--- src/rtl/fetch_issue_pkg.sv ---
// Shared constants for the fetch/issue front end and the control decoder.
package fetch_issue_pkg;

    localparam int PC_W_DEF    = 8;
    localparam int INSTR_W_DEF = 32;
    localparam int OPC_W       = 5;

    typedef logic [OPC_W-1:0] opcode_t;

    localparam opcode_t OP_NOP  = 5'b00000;
    localparam opcode_t OP_ADD  = 5'b00001;
    localparam opcode_t OP_MOVI = 5'b00011;
    localparam opcode_t OP_XOR  = 5'b00101;
    localparam opcode_t OP_CMP  = 5'b01011;
    localparam opcode_t OP_BEQ  = 5'b01100;
    localparam opcode_t OP_LW   = 5'b01101;
    localparam opcode_t OP_SW   = 5'b01111;
    localparam opcode_t OP_MOV  = 5'b10010;
    localparam opcode_t OP_ADDI = 5'b10011;

endpackage

--- src/rtl/fetch_buf.sv ---
// Issue buffer: synchronous FIFO with flush and an occupancy count.
// Flush wins over push/pop in the same cycle.
module fetch_buf #(
    parameter int DEPTH = 2,
    parameter int W     = 40
) (
    input  logic                   clk,
    input  logic                   rst_n,
    input  logic                   push,
    input  logic                   pop,
    input  logic                   flush,
    input  logic [W-1:0]           din,
    output logic [W-1:0]           dout,
    output logic [$clog2(DEPTH):0] count
);
    localparam int AW = $clog2(DEPTH);
    localparam int CW = AW + 1;

    logic [W-1:0]  mem_q [DEPTH];
    logic [W-1:0]  mem_d [DEPTH];
    logic [AW-1:0] rd_ptr_q, rd_ptr_d;
    logic [AW-1:0] wr_ptr_q, wr_ptr_d;
    logic [CW-1:0] count_q, count_d;
    logic          do_push, do_pop;

    always_comb begin
        do_pop   = pop && (count_q != '0);
        do_push  = push && ((count_q != CW'(DEPTH)) || do_pop);
        mem_d    = mem_q;
        rd_ptr_d = rd_ptr_q;
        wr_ptr_d = wr_ptr_q;
        count_d  = count_q;
        if (flush) begin
            rd_ptr_d = '0;
            wr_ptr_d = '0;
            count_d  = '0;
        end else begin
            if (do_push) begin
                mem_d[wr_ptr_q] = din;
                wr_ptr_d        = wr_ptr_q + AW'(1);
            end
            if (do_pop) begin
                rd_ptr_d = rd_ptr_q + AW'(1);
            end
            case ({do_push, do_pop})
                2'b10:   count_d = count_q + CW'(1);
                2'b01:   count_d = count_q - CW'(1);
                default: count_d = count_q;
            endcase
        end
    end

    always_ff @(posedge clk) begin
        mem_q <= mem_d;
    end

    always_ff @(posedge clk or negedge rst_n) begin
        if (!rst_n) begin
            rd_ptr_q <= '0;
            wr_ptr_q <= '0;
            count_q  <= '0;
        end else begin
            rd_ptr_q <= rd_ptr_d;
            wr_ptr_q <= wr_ptr_d;
            count_q  <= count_d;
        end
    end

    assign dout  = mem_q[rd_ptr_q];
    assign count = count_q;

endmodule

--- src/rtl/fetch_issue.sv ---
// Fetch/issue front end: PC, one-cycle imem, issue buffer, redirect flush.
// Define FETCH_PERF_CNT_EN to add issue_cnt/bubble_cnt counters.
module fetch_issue
    import fetch_issue_pkg::*;
#(
    parameter int PC_W      = PC_W_DEF,
    parameter int INSTR_W   = INSTR_W_DEF,
    parameter int BUF_DEPTH = 2
) (
    input  logic               clk,
    input  logic               rst_n,
    output logic               imem_rd,
    output logic [PC_W-1:0]    imem_addr,
    input  logic [INSTR_W-1:0] imem_data,
    input  logic               stall,
    input  logic               redirect,
    input  logic [PC_W-1:0]    redirect_pc,
    output logic [INSTR_W-1:0] instr_out,
    output logic [OPC_W-1:0]   opcode_out,
    output logic [PC_W-1:0]    pc_out,
    output logic               instr_valid
`ifdef FETCH_PERF_CNT_EN
    ,
    output logic [31:0]        issue_cnt,
    output logic [31:0]        bubble_cnt
`endif
);
    localparam logic [0:0] S_FLUSH = 1'b0;
    localparam logic [0:0] S_RUN   = 1'b1;
    localparam int CW = $clog2(BUF_DEPTH) + 1;
    localparam int EW = PC_W + INSTR_W;
    localparam logic [CW:0] DEPTH_V = (CW+1)'(BUF_DEPTH);

    logic [0:0]      state_q, state_d;
    logic [PC_W-1:0] pc_q, pc_d;
    logic [PC_W-1:0] req_pc_q, req_pc_d;
    logic            inflight_q, inflight_d;
    logic [CW-1:0]   count;
    logic [EW-1:0]   head;
    logic [CW:0]     occ;
    logic            pop;

    fetch_buf #(
        .DEPTH (BUF_DEPTH),
        .W     (EW)
    ) u_buf (
        .clk   (clk),
        .rst_n (rst_n),
        .push  (inflight_q),
        .pop   (pop),
        .flush (redirect),
        .din   ({req_pc_q, imem_data}),
        .dout  (head),
        .count (count)
    );

    // Occupancy credits the pop happening at this edge, so the
    // buffer can stream one instruction per cycle at depth 2.
    always_comb begin
        instr_valid = (count != '0);
        pop         = instr_valid && !stall;
        occ         = {1'b0, count} + {{CW{1'b0}}, inflight_q}
                    - {{CW{1'b0}}, pop};
        imem_rd     = (state_q == S_RUN) && (occ < DEPTH_V);
        imem_addr   = pc_q;
        instr_out   = instr_valid ? head[INSTR_W-1:0] : '0;
        pc_out      = instr_valid ? head[EW-1 -: PC_W] : '0;
        opcode_out  = instr_out[INSTR_W-1 -: OPC_W];
    end

    always_comb begin
        state_d    = (state_q == S_FLUSH) ? S_RUN : state_q;
        pc_d       = imem_rd ? pc_q + PC_W'(1) : pc_q;
        inflight_d = imem_rd;
        req_pc_d   = pc_q;
        if (redirect) begin
            state_d    = S_FLUSH;
            pc_d       = redirect_pc;
            inflight_d = 1'b0;
        end
    end

    always_ff @(posedge clk or negedge rst_n) begin
        if (!rst_n) begin
            state_q    <= S_FLUSH;
            pc_q       <= '0;
            req_pc_q   <= '0;
            inflight_q <= 1'b0;
        end else begin
            state_q    <= state_d;
            pc_q       <= pc_d;
            req_pc_q   <= req_pc_d;
            inflight_q <= inflight_d;
        end
    end

`ifdef FETCH_PERF_CNT_EN
    logic [31:0] issue_cnt_q, issue_cnt_d;
    logic [31:0] bubble_cnt_q, bubble_cnt_d;

    always_comb begin
        issue_cnt_d  = issue_cnt_q;
        bubble_cnt_d = bubble_cnt_q;
        if (pop && (issue_cnt_q != '1)) begin
            issue_cnt_d = issue_cnt_q + 32'd1;
        end
        if (!instr_valid && !stall && (bubble_cnt_q != '1)) begin
            bubble_cnt_d = bubble_cnt_q + 32'd1;
        end
    end

    always_ff @(posedge clk or negedge rst_n) begin
        if (!rst_n) begin
            issue_cnt_q  <= '0;
            bubble_cnt_q <= '0;
        end else begin
            issue_cnt_q  <= issue_cnt_d;
            bubble_cnt_q <= bubble_cnt_d;
        end
    end

    assign issue_cnt  = issue_cnt_q;
    assign bubble_cnt = bubble_cnt_q;
`endif

endmodule
--- config.mk ---
export PLATFORM = sky130hd
export DESIGN_NAME = fetch_issue
export DESIGN_NICKNAME = d
export VERILOG_FILES = /design/src/rtl/fetch_issue_pkg.sv /design/src/rtl/fetch_buf.sv /design/src/rtl/fetch_issue.sv
export SDC_FILE = /design/constraint.sdc
export NUM_CORES = 1
export LEC_CHECK = 0
export CAP_MARGIN = 20
export CORE_AREA = 4 4 82 115
export DETAILED_ROUTE_END_ITERATION = 10
export DIE_AREA = 0 0 86 119
export PLACE_DENSITY = 0.78
export SYNTH_ARGS = -nofsm -noshare
export SYNTH_HDL_FRONTEND = slang
export SYNTH_SLANG_ARGS = --single-unit
export TNS_END_PERCENT = 10
--- constraint.sdc ---
create_clock -name clk -period 5.2 [get_ports clk]
set_input_delay 0.52 -clock clk [delete_from_list [all_inputs] [get_ports clk]]
set_output_delay 0.52 -clock clk [all_outputs]
set_load 0.01 [all_outputs]
* Yosys cells after proc, flatten, opt, wreduce, memory -nomap -nowiden
Cells that the tools add are included.
** Cells by class
- Magnitude comparators :: 4
- Eq/ne operators :: 3
- Mux-type cells :: 18
- Reductions and logical operators :: 13
- Bitwise logic cells :: 3
- Add/subtract/negate cells :: 7
** Operators by type and width (number)
- 40-bit two-way mux :: 4
- 80-bit bitwise mux :: 1
- 40-bit demux with 1-bit select :: 1
- 32-bit two-way mux :: 1
- 8-bit two-way mux :: 3
- 8-bit by 1-bit adder with 8-bit output (second input constant) :: 1
- 2-bit nonzero test :: 4
- 1-bit two-way mux :: 6
- 1-bit logical AND :: 5
- 2-bit greater-or-equal comparator (second input constant) :: 2
- 1-bit inverter with 2-bit output :: 2
- 2-bit one-hot mux with 2 select lines :: 1
- 2-bit by 1-bit adder with 3-bit output :: 1
- 3-bit by 2-bit < comparator with 1-bit output (second input constant) :: 1
- 3-bit nonzero test :: 1
- 3-bit by 1-bit subtractor with 3-bit output :: 1
- 1-bit adder (second input constant) :: 2
- 2-bit by 1-bit adder with 2-bit output (second input constant) :: 1
- 2-bit by 1-bit equality test with 1-bit output (second input constant) :: 1
- 2-bit equality test (second input constant) :: 1
- 2-bit by 1-bit < comparator with 1-bit output (second input constant) :: 1
- 2-bit two-way mux :: 1
- 2-bit inequality test (second input constant) :: 1
- 2-bit AND reduction :: 1
- 4 further kinds :: 4
** Storage, ports and cells
- Bits of input ports :: 44
- Bits in registers :: 102
- Output and inout port bits :: 55
- Logic and storage cells :: 57

* Longest topological paths before layout
Gate-level depths: netlist (run 1).
- Depth in word-level cells :: 8
- Gate-level depth with buffers :: 9
- Mapped depth without buffers :: 9

* Hierarchy
From an unflattened synthesis (run 1), not the netlist that was laid out.
** Second synthesis, totals
- Cells, all modules :: 277
- Area, all modules :: 4314.1 um2
** Modules (own cells, without submodules)
- fetch_buf :: cells an instance 150, instances 1, area an instance 3163.0 um2, seq. area each 2502.4 um2
- fetch_issue :: cells an instance 127, instances 1, area an instance 1151.1 um2, seq. area each 450.4 um2

* Least setup slack after synthesis (run 1)
Ideal clock, no wire load.
- Kind :: input to register
- Start :: input stall
- End :: register u_buf.mem_q[0] in the netlist's numbering (enable)
- Stages on the path :: 3
- Buffers on the path :: 0
- Slack :: 966 ps
- Setup time :: 495 ps
- Data required time :: 4705 ps
- Data arrival time :: 3738 ps
- Cell sequence :: nand2_1 o21ai_0 nor3b_1
** Between the ends
- Word-level cells in the longest chain between the ends :: 6
** RTL lines
- from (decl) :: RTL line fetch_issue.sv:15 : input logic stall,
- 1-bit logical NOT :: RTL line fetch_issue.sv:61 : pop = instr_valid && !stall;
- 1-bit logical AND :: RTL line fetch_issue.sv:61
- 1-bit logical AND :: RTL line fetch_buf.sv:27 : do_pop = pop && (count_q != '0);
- 1-bit logical OR :: RTL line fetch_buf.sv:28 : do_push = push && ((count_q != CW'(DEPTH)) || do_pop);
- 1-bit logical AND :: RTL line fetch_buf.sv:28
- 2-bit AND reduction (no line)
- to (signal assigned) :: RTL line fetch_buf.sv:54 : mem_q <= mem_d;
- to (decl) :: RTL line fetch_buf.sv:19 : logic [W-1:0] mem_q [DEPTH];
No other way between the ends.
A chain may end at the register's enable or synchronous reset.

* Worst setup path after layout (run 1)
- Start :: input stall
- End :: output imem_rd
** Between the ends
- Word-level cells in the longest chain between the ends :: 5
** RTL lines
- 1-bit logical NOT :: RTL line fetch_issue.sv:61
- 1-bit logical AND :: RTL line fetch_issue.sv:61
- 3-bit by 1-bit subtractor with 3-bit output :: RTL line fetch_issue.sv:63 : - {{CW{1'b0}}, pop};
- 3-bit by 2-bit < comparator with 1-bit output :: RTL line fetch_issue.sv:64 : imem_rd = (state_q == S_RUN) && (occ < DEPTH_V);
- 1-bit logical AND :: RTL line fetch_issue.sv:64
- to (decl) :: RTL line fetch_issue.sv:12 : output logic imem_rd,
No other way between the ends.

==> reports/results.tsv, run 1 <==
stage	metric	value	unit
synth	Post-Synth Adder-Cell Area	1.12	%
timing	Fin Setup TNS	0	ns
timing	top achievable clock speed	272	MHz
timing	hold slack	0.441	ns
global_routing	vias in the first global route	2480	
routing	DR vias/cell	4.95	
global_routing	initial antenna violation count	0	
synth	post-synthesis cell type count	28	
routing	drt initial violations	87	
die	Die Wd	86	um
global_routing	total grt overflow	0	
finish	# fillers	654	
timing	final setup skew	0.00415	ns
routing	mean routed wirelength per cell	15.6	um
critical_path	CP Capture Type	output port	
synth	Synth Area in Compound Gates	2.22	%
critical_path	Buf/Inv on CP	2	
critical_path	flop-to-flop setup slack	2.56	ns
finish	final net count	409	
synth	synth warn	0	
critical_path	CP endpoint	imem_rd	
critical_path	Arrival @ worst endpoint	3.16	ns
synth	syn_nets	312	
critical_path	worst r2r path cells	9	
die	Initial Util	47.4	%
clocking	Hold Buf Count CTS	0	
clocking	clk buf depth	2	
die	Die Y	119	um
critical_path	largest stage delay on the critical path	0.57	ns
critical_path	crit path max fanout	8	
clocking	Clock Latency Late Sink	0.33	ns
synth	Post-Syn Area per Cell	15.1	um2
clocking	Clock transition at path regs	0.06	ns
worst_hold_path	HP Class	flip-flop to flip-flop	
routing	drt total wl	7.38	mm
place	IO buf count	98	
synth	Yosys top cell by area	edfxtp_1	
power	maximum vdd drop	0.185	mV
routing	Pre-Repair DR Iteration Count	4	
synth	EDFF count, synth	80	
synth	count leader, synth	edfxtp_1	
timing	Worst-Margin Slew	0.941	ns
synth	Synth top area share	59.9	%
critical_path	crit path kind	primary input to output port	
synth	Mapped Cells	265	
clocking	post_cts resized	0	
clocking	CTS tree	yes	
power	Leakage	1.83	nW
synth	most common library cells after synthesis	edfxtp_1, nor2_1, mux2i_1	
critical_path	worst-path cell chain	clkdlybuf4s50_1 -> nor2_1 -> ha_1 -> nand2b_1 -> fa_1 -> nand2_1 -> nor2_2 -> clkdlybuf4s50_1	
critical_path	Reg-to-Reg End	imem_addr[7]$_DFFE_PN0P_	
critical_path	crit path launch	stall	
clocking	CTS Sinks	102	
die	Rows	40	
critical_path	startpoint types	primary input	
synth	xor and xnor fraction of the mapped netlist area	2.37	%
synth	post-synthesis mux area share	10.2	%
power	Pwr Total	0.00180	W
finish	fraction of layout cells with a size suffix above 1	7.36	%
synth	largest cells by area after synthesis	edfxtp_1, dfrtp_1, mux2i_1, nor2_1, xnor2_1	
synth	#FFs+latches synth	102	
run	MaxCap Viol Count	0	
die	core footprint	8460	um2
timing	Final setup viols	0	
clocking	post-CTS setup buffer count	0	
status	status	completed	
clocking	Max H-tree Level	3	
clocking	CTS root buffer	clkbuf_16	
timing	Slew Limit Fails	0	
synth	largest family of logic cells by synthesized area	multiplexers	
critical_path	WP depth	8	
timing	Hold Vio Cnt, Final	0	
die	DIE AREA	10200	um2
critical_path	critical path's most frequent cell	clkdlybuf4s50_1	
routing	DRT antenna net count	0	
timing	unrepaired setup endpoints after global routing	no	
global_routing	GRT Total Usage	15.0	%
synth	simple-gate share of the synthesized area	7.77	%
timing	period utilization	70.7	%
clocking	TritonCTS Buffers	9	
global_routing	pin count of the biggest net entering global routing	43	
routing	Vias	2335	
synth	main flop type after synthesis	edfxtp_1	
power	PwrDens	334	nW/um2
die	I/O pin cnt	99	
synth	post-synthesis instance area	4010	um2
global_routing	first-pass GRT wire length	11.7	mm
critical_path	delay-heaviest family, CP	buffers and inverters	
place	DP HPWL	5.06	mm
routing	DRC errors left	0	
place	placer congestion estimate	0.766	
synth	async set-reset flop share out of synthesis	21.6	%
finish	ant diodes	0	
timing	Worst slew margin	37.1	%
timing	Tmin final	3.68	ns
synth	register area share after synthesis	73.6	%
critical_path	Crit-path slowest cell	clkdlybuf4s50_1	
finish	P&R area growth vs syn	34.6	%
critical_path	critical path required time	4.68	ns
critical_path	reg2reg start	u_buf.count[1]$_DFFE_PN0P_	
-- cells by family (layout without fill, tap and decap cells) --
kind of cell	after synthesis	after routing
buffers and inverters	22	124
AO/OA/AOI/OAI	16	16
XOR/XNOR	10	10
adder cells (fa/ha/maj)	3	3
multiplexers	41	41
AND/OR/NAND/NOR	71	71
flip-flops	102	102
-- cell usage in the layout, fill, tap and decap left out, drive strengths merged, types with 2 or more instances in the layout --
master	count
nor3b	2
nor3	3
mux2i	41
nor2	45
xnor2	8
dfrtp	22
edfxtp	80
clkbuf	13
clkdlybuf4s50	98
buf	4
xor2	2
nand3	3
inv	7
nand2	12
nor4	4
ha	2
o21ai	10
a21oi	3
-- worst min-delay path by stage --
stage / from / end / slack [ns] / depth (start not counted)
final: imem_addr[7]$_DFFE_PN0P_ / req_pc_q[7]$_DFF_PN0_ / 0.44 / 0
after global routing: imem_addr[7]$_DFFE_PN0P_ / req_pc_q[7]$_DFF_PN0_ / 0.46 / 0
after CTS: req_pc_q[7]$_DFF_PN0_ / u_buf.mem_q[79]$_DFFE_PP_ / 0.44 / 0
after detailed placement: imem_addr[7]$_DFFE_PN0P_ / req_pc_q[7]$_DFF_PN0_ / 0.42 / 0
after global placement: req_pc_q[5]$_DFF_PN0_ / u_buf.mem_q[77]$_DFFE_PP_ / 0.42 / 0
after floorplan: rst_n / imem_addr[0]$_DFFE_PN0P_ / 0.22 / 0
-- power breakdown --
| group | internal [W] | leakage, nW | switching, W |
|---|---|---|---|
| Combinational | 0.000104 | 0.680 | 0.0000849 |
| Sequential | 0.000920 | 0.998 | 0.0000241 |
| Clock | 0.000412 | 0.156 | 0.000261 |
| Total | 0.00143 | 1.83 | 0.000370 |
-- metal layers --
layer	vias up	GRT usage, %	part of all wire (%)
met1	1114	17.1	40
li1	1145	-	-
met3	7	2.91	4.7
met2	69	27.1	54
met4	0	5.64	1.5
met5	-	0	0
-- flip-flops by register name (all words and copies together), names as in the netlist --
signal and cells:
req_pc_q 8, u_buf.count 2, u_buf.mem_q 80, state_q 1, inflight_q 1, u_buf.rd_ptr_q 1, u_buf.wr_ptr_q 1, imem_addr 8
-- layout make-up --
type / count / area [um2] / share of cell area [%]
multi-input combinational: 141 / 968 / 17.9
clock inverter: 3 / 41.3 / 0.765
tap: 105 / 131 / 2.43
inverter: 6 / 22.5 / 0.417
sequential: 102 / 2950 / 54.7
timing repair buffer: 102 / 1010 / 18.7
clock buffer: 13 / 270 / 5.01
-- through the flow --
stage                     setup slack (ns)  instance area, um2  utilization, %  std cells
after global placement                1.61                5090            60.1        456
final                                 1.52                5400            63.8        472
after detailed placement              1.53                5090            60.1        456
after floorplan                      0.966                4010               -        265
after CTS                             1.52                5400            63.8        472
after global routing                  1.36                5400            63.8        472
(Power assumes the default switching activity.)
==> inputs of run 2 (changes only) <==
--- a/config.mk
+++ b/config.mk
@@ -6,10 +6,10 @@
 export NUM_CORES = 1
 export LEC_CHECK = 0
 export CAP_MARGIN = 20
-export CORE_AREA = 4 4 82 115
+export CORE_AREA = 4 4 86 120
 export DETAILED_ROUTE_END_ITERATION = 10
-export DIE_AREA = 0 0 86 119
-export PLACE_DENSITY = 0.78
+export DIE_AREA = 0 0 90 124
+export PLACE_DENSITY = 0.74
 export SYNTH_ARGS = -nofsm -noshare
 export SYNTH_HDL_FRONTEND = slang
 export SYNTH_SLANG_ARGS = --single-unit
==> constraint.sdc (replaced) <==
create_clock -name clk -period 3.3 [get_ports clk]
set_input_delay 0.33 -clock clk [delete_from_list [all_inputs] [get_ports clk]]
set_output_delay 0.33 -clock clk [all_outputs]
set_load 0.01 [all_outputs]
==> run 2 against run 1 <==
  * Sequential share of layout area is 0.26 points lower
  * Count of clock-buffer cells in the layout stayed put
  * Routed wire length is 1.5% higher
  * Register-to-register slack worse by 1.8 ns
==> reports/results.tsv, run 2 (synthesized netlist as in run 1, its figures left out) <==
stage	metric	value	unit
power	maximum vdd drop	0.273	mV
global_routing	initial antenna violation count	0	
place	IO buf count	98	
critical_path	reg2reg start	u_buf.count[0]$_DFFE_PN0P_	
clocking	CTS tree	yes	
finish	# fillers	750	
timing	Tmin final	3.14	ns
clocking	Clock Latency Late Sink	0.33	ns
worst_hold_path	HP Class	flip-flop to flip-flop	
place	Post-Place Cells	464	
routing	DR vias/cell	4.93	
global_routing	GRT Total Usage	13.9	%
die	Die Y	124	um
critical_path	startpoint types	primary input	
timing	Slew Limit Fails	0	
clocking	CTS Sinks	102	
power	Leakage	1.84	nW
worst_hold_path	Hold Crit Start	req_pc_q[7]$_DFF_PN0_	
critical_path	Crit-path slowest cell	clkdlybuf4s50_1	
clocking	clk buf depth	2	
routing	mean routed wirelength per cell	15.6	um
place	DP HPWL	5.13	mm
routing	drt initial violations	107	
die	Die Wd	90	um
critical_path	Arrival @ worst endpoint	2.81	ns
clocking	TritonCTS Buffers	9	
finish	most frequent cells in the layout	clkdlybuf4s50_1, edfxtp_1, nor2_1, mux2i_1, dfrtp_1	
finish	commonest non-fill, non-tap cell in the layout	clkdlybuf4s50_1	
critical_path	crit path max fanout	8	
global_routing	total grt overflow	0	
timing	top achievable clock speed	318	MHz
finish	final net count	413	
critical_path	critical path required time	2.97	ns
critical_path	Buf/Inv on CP	2	
clocking	Max H-tree Level	3	
routing	Pre-Repair DR Iteration Count	4	
finish	utilization after layout	58.4	%
timing	Worst slew margin	37.0	%
routing	DRT antenna net count	0	
run	MaxCap Viol Count	0	
place	dpl ws	0.138	ns
routing	Vias	2371	
finish	Finished Layout Cells	481	
global_routing	first-pass GRT wire length	11.8	mm
timing	Worst-Margin Slew	0.942	ns
clocking	Hold Buf Count CTS	0	
finish	register with the most flip-flops	u_buf.mem_q	
global_routing	pin count of the biggest net entering global routing	43	
finish	P&R area growth vs syn	35.4	%
die	Initial Util	43.1	%
finish	number of flip-flops in the largest register	80	
die	DIE AREA	11200	um2
global_routing	vias in the first global route	2442	
critical_path	largest stage delay on the critical path	0.57	ns
timing	post-route worst setup slack	0.157	ns
finish	fraction of layout cells with a size suffix above 1	8.63	%
clocking	CTS root buffer	clkbuf_16	
critical_path	worst r2r path cells	10	
timing	Final setup viols	0	
power	PwrDens	505	nW/um2
critical_path	delay-heaviest family, CP	buffers and inverters	
clocking	Clock transition at path regs	0.06	ns
routing	DRC errors left	0	
routing	drt total wl	7.49	mm
timing	period utilization	95.2	%
finish	ant diodes	0	
timing	Hold Vio Cnt, Final	0	
die	core footprint	9300	um2
worst_hold_path	Min-Delay Endpoint	u_buf.mem_q[79]$_DFFE_PP_	
die	Rows	42	
critical_path	crit path kind	primary input to output port	
critical_path	worst-path cell chain	clkdlybuf4s50_1 -> nor2_2 -> ha_1 -> nand2b_1 -> fa_1 -> xor2_4 -> nor2_2 -> clkdlybuf4s50_1	
critical_path	CP Capture Type	output port	
timing	final setup skew	0.00669	ns
power	Pwr Total	0.00274	W
critical_path	flop-to-flop setup slack	0.78	ns
critical_path	Reg-to-Reg End	imem_addr[7]$_DFFE_PN0P_	
timing	unrepaired setup endpoints after global routing	no	
place	placer congestion estimate	0.792	
status	status	completed	
die	I/O pin cnt	99	
worst_hold_path	hold path cells	0	
timing	Fin Setup TNS	0	ns
[run 2: cell types whose count changed in the layout (fill, tap and decap cells not counted), moves of 2 or more]
cell / previous run / this run
buf_4: 4 / 7
clkbuf_1: 1 / 3
clkbuf_8: 3 / 1
dfrtp_1: 21 / 19
dfrtp_2: 1 / 3
[run 2: worst max-delay path by stage]
stage                           endpoint  slack [ns]  cells after the start                        from
3_5_place_dp                     imem_rd        0.14                      8                       stall
3_3_place_gp                     imem_rd        0.16                      8                       stall
4_1_cts                          imem_rd        0.04                      8  u_buf.count[1]$_DFFE_PN0P_
2_1_floorplan  u_buf.mem_q[40]$_DFFE_PP_       -0.67                      3  u_buf.count[1]$_DFFE_PN0P_
5_1_grt                          imem_rd        0.01                      8                       stall
6_report                         imem_rd        0.16                      8                       stall
[run 2: final cells by class]
cell class	instances	area, um2	share of cell area [%]
Sequential cell	102	2960	54.5
Tap cell	110	138	2.54
Clock inverter	3	20.0	0.369
Clock buffer	13	250	4.61
Inverter	6	22.5	0.415
Timing Repair Buffer	106	1050	19.4
Multi-Input combinational cell	141	988	18.2
[run 2: timing repair]
action                     in CTS  in global routing
setup buffers                   0                  1
setup endpoints to repair       0                  1
gates resized for setup         0                  4
[run 2: where the power goes]
part / total [W] / switching, W / internal [W]
Sequential: 0.00149 / 0.0000400 / 0.00145
Clock: 0.000949 / 0.000417 / 0.000533
Combinational: 0.000303 / 0.000135 / 0.000168
[run 2: metal layers]
metal / wire (um) / vias up / track usage (%)
li1: - / 1150 / -
met1: 2840 / 1136 / 14.6
met5: 0 / - / 0
met3: 367 / 12 / 3.99
met2: 4120 / 73 / 25.4
met4: 157 / 0 / 7.38
[run 2: through the flow]
| stage | hold slack [ns] | cell area [um2] |
|---|---|---|
| global placement | 0.422 | 5130 |
| CTS | 0.445 | 5410 |
| detailed placement | 0.430 | 5130 |
| global route | 0.449 | 5430 |
| finish | 0.443 | 5430 |
| floorplan | 0.0344 | 4020 |
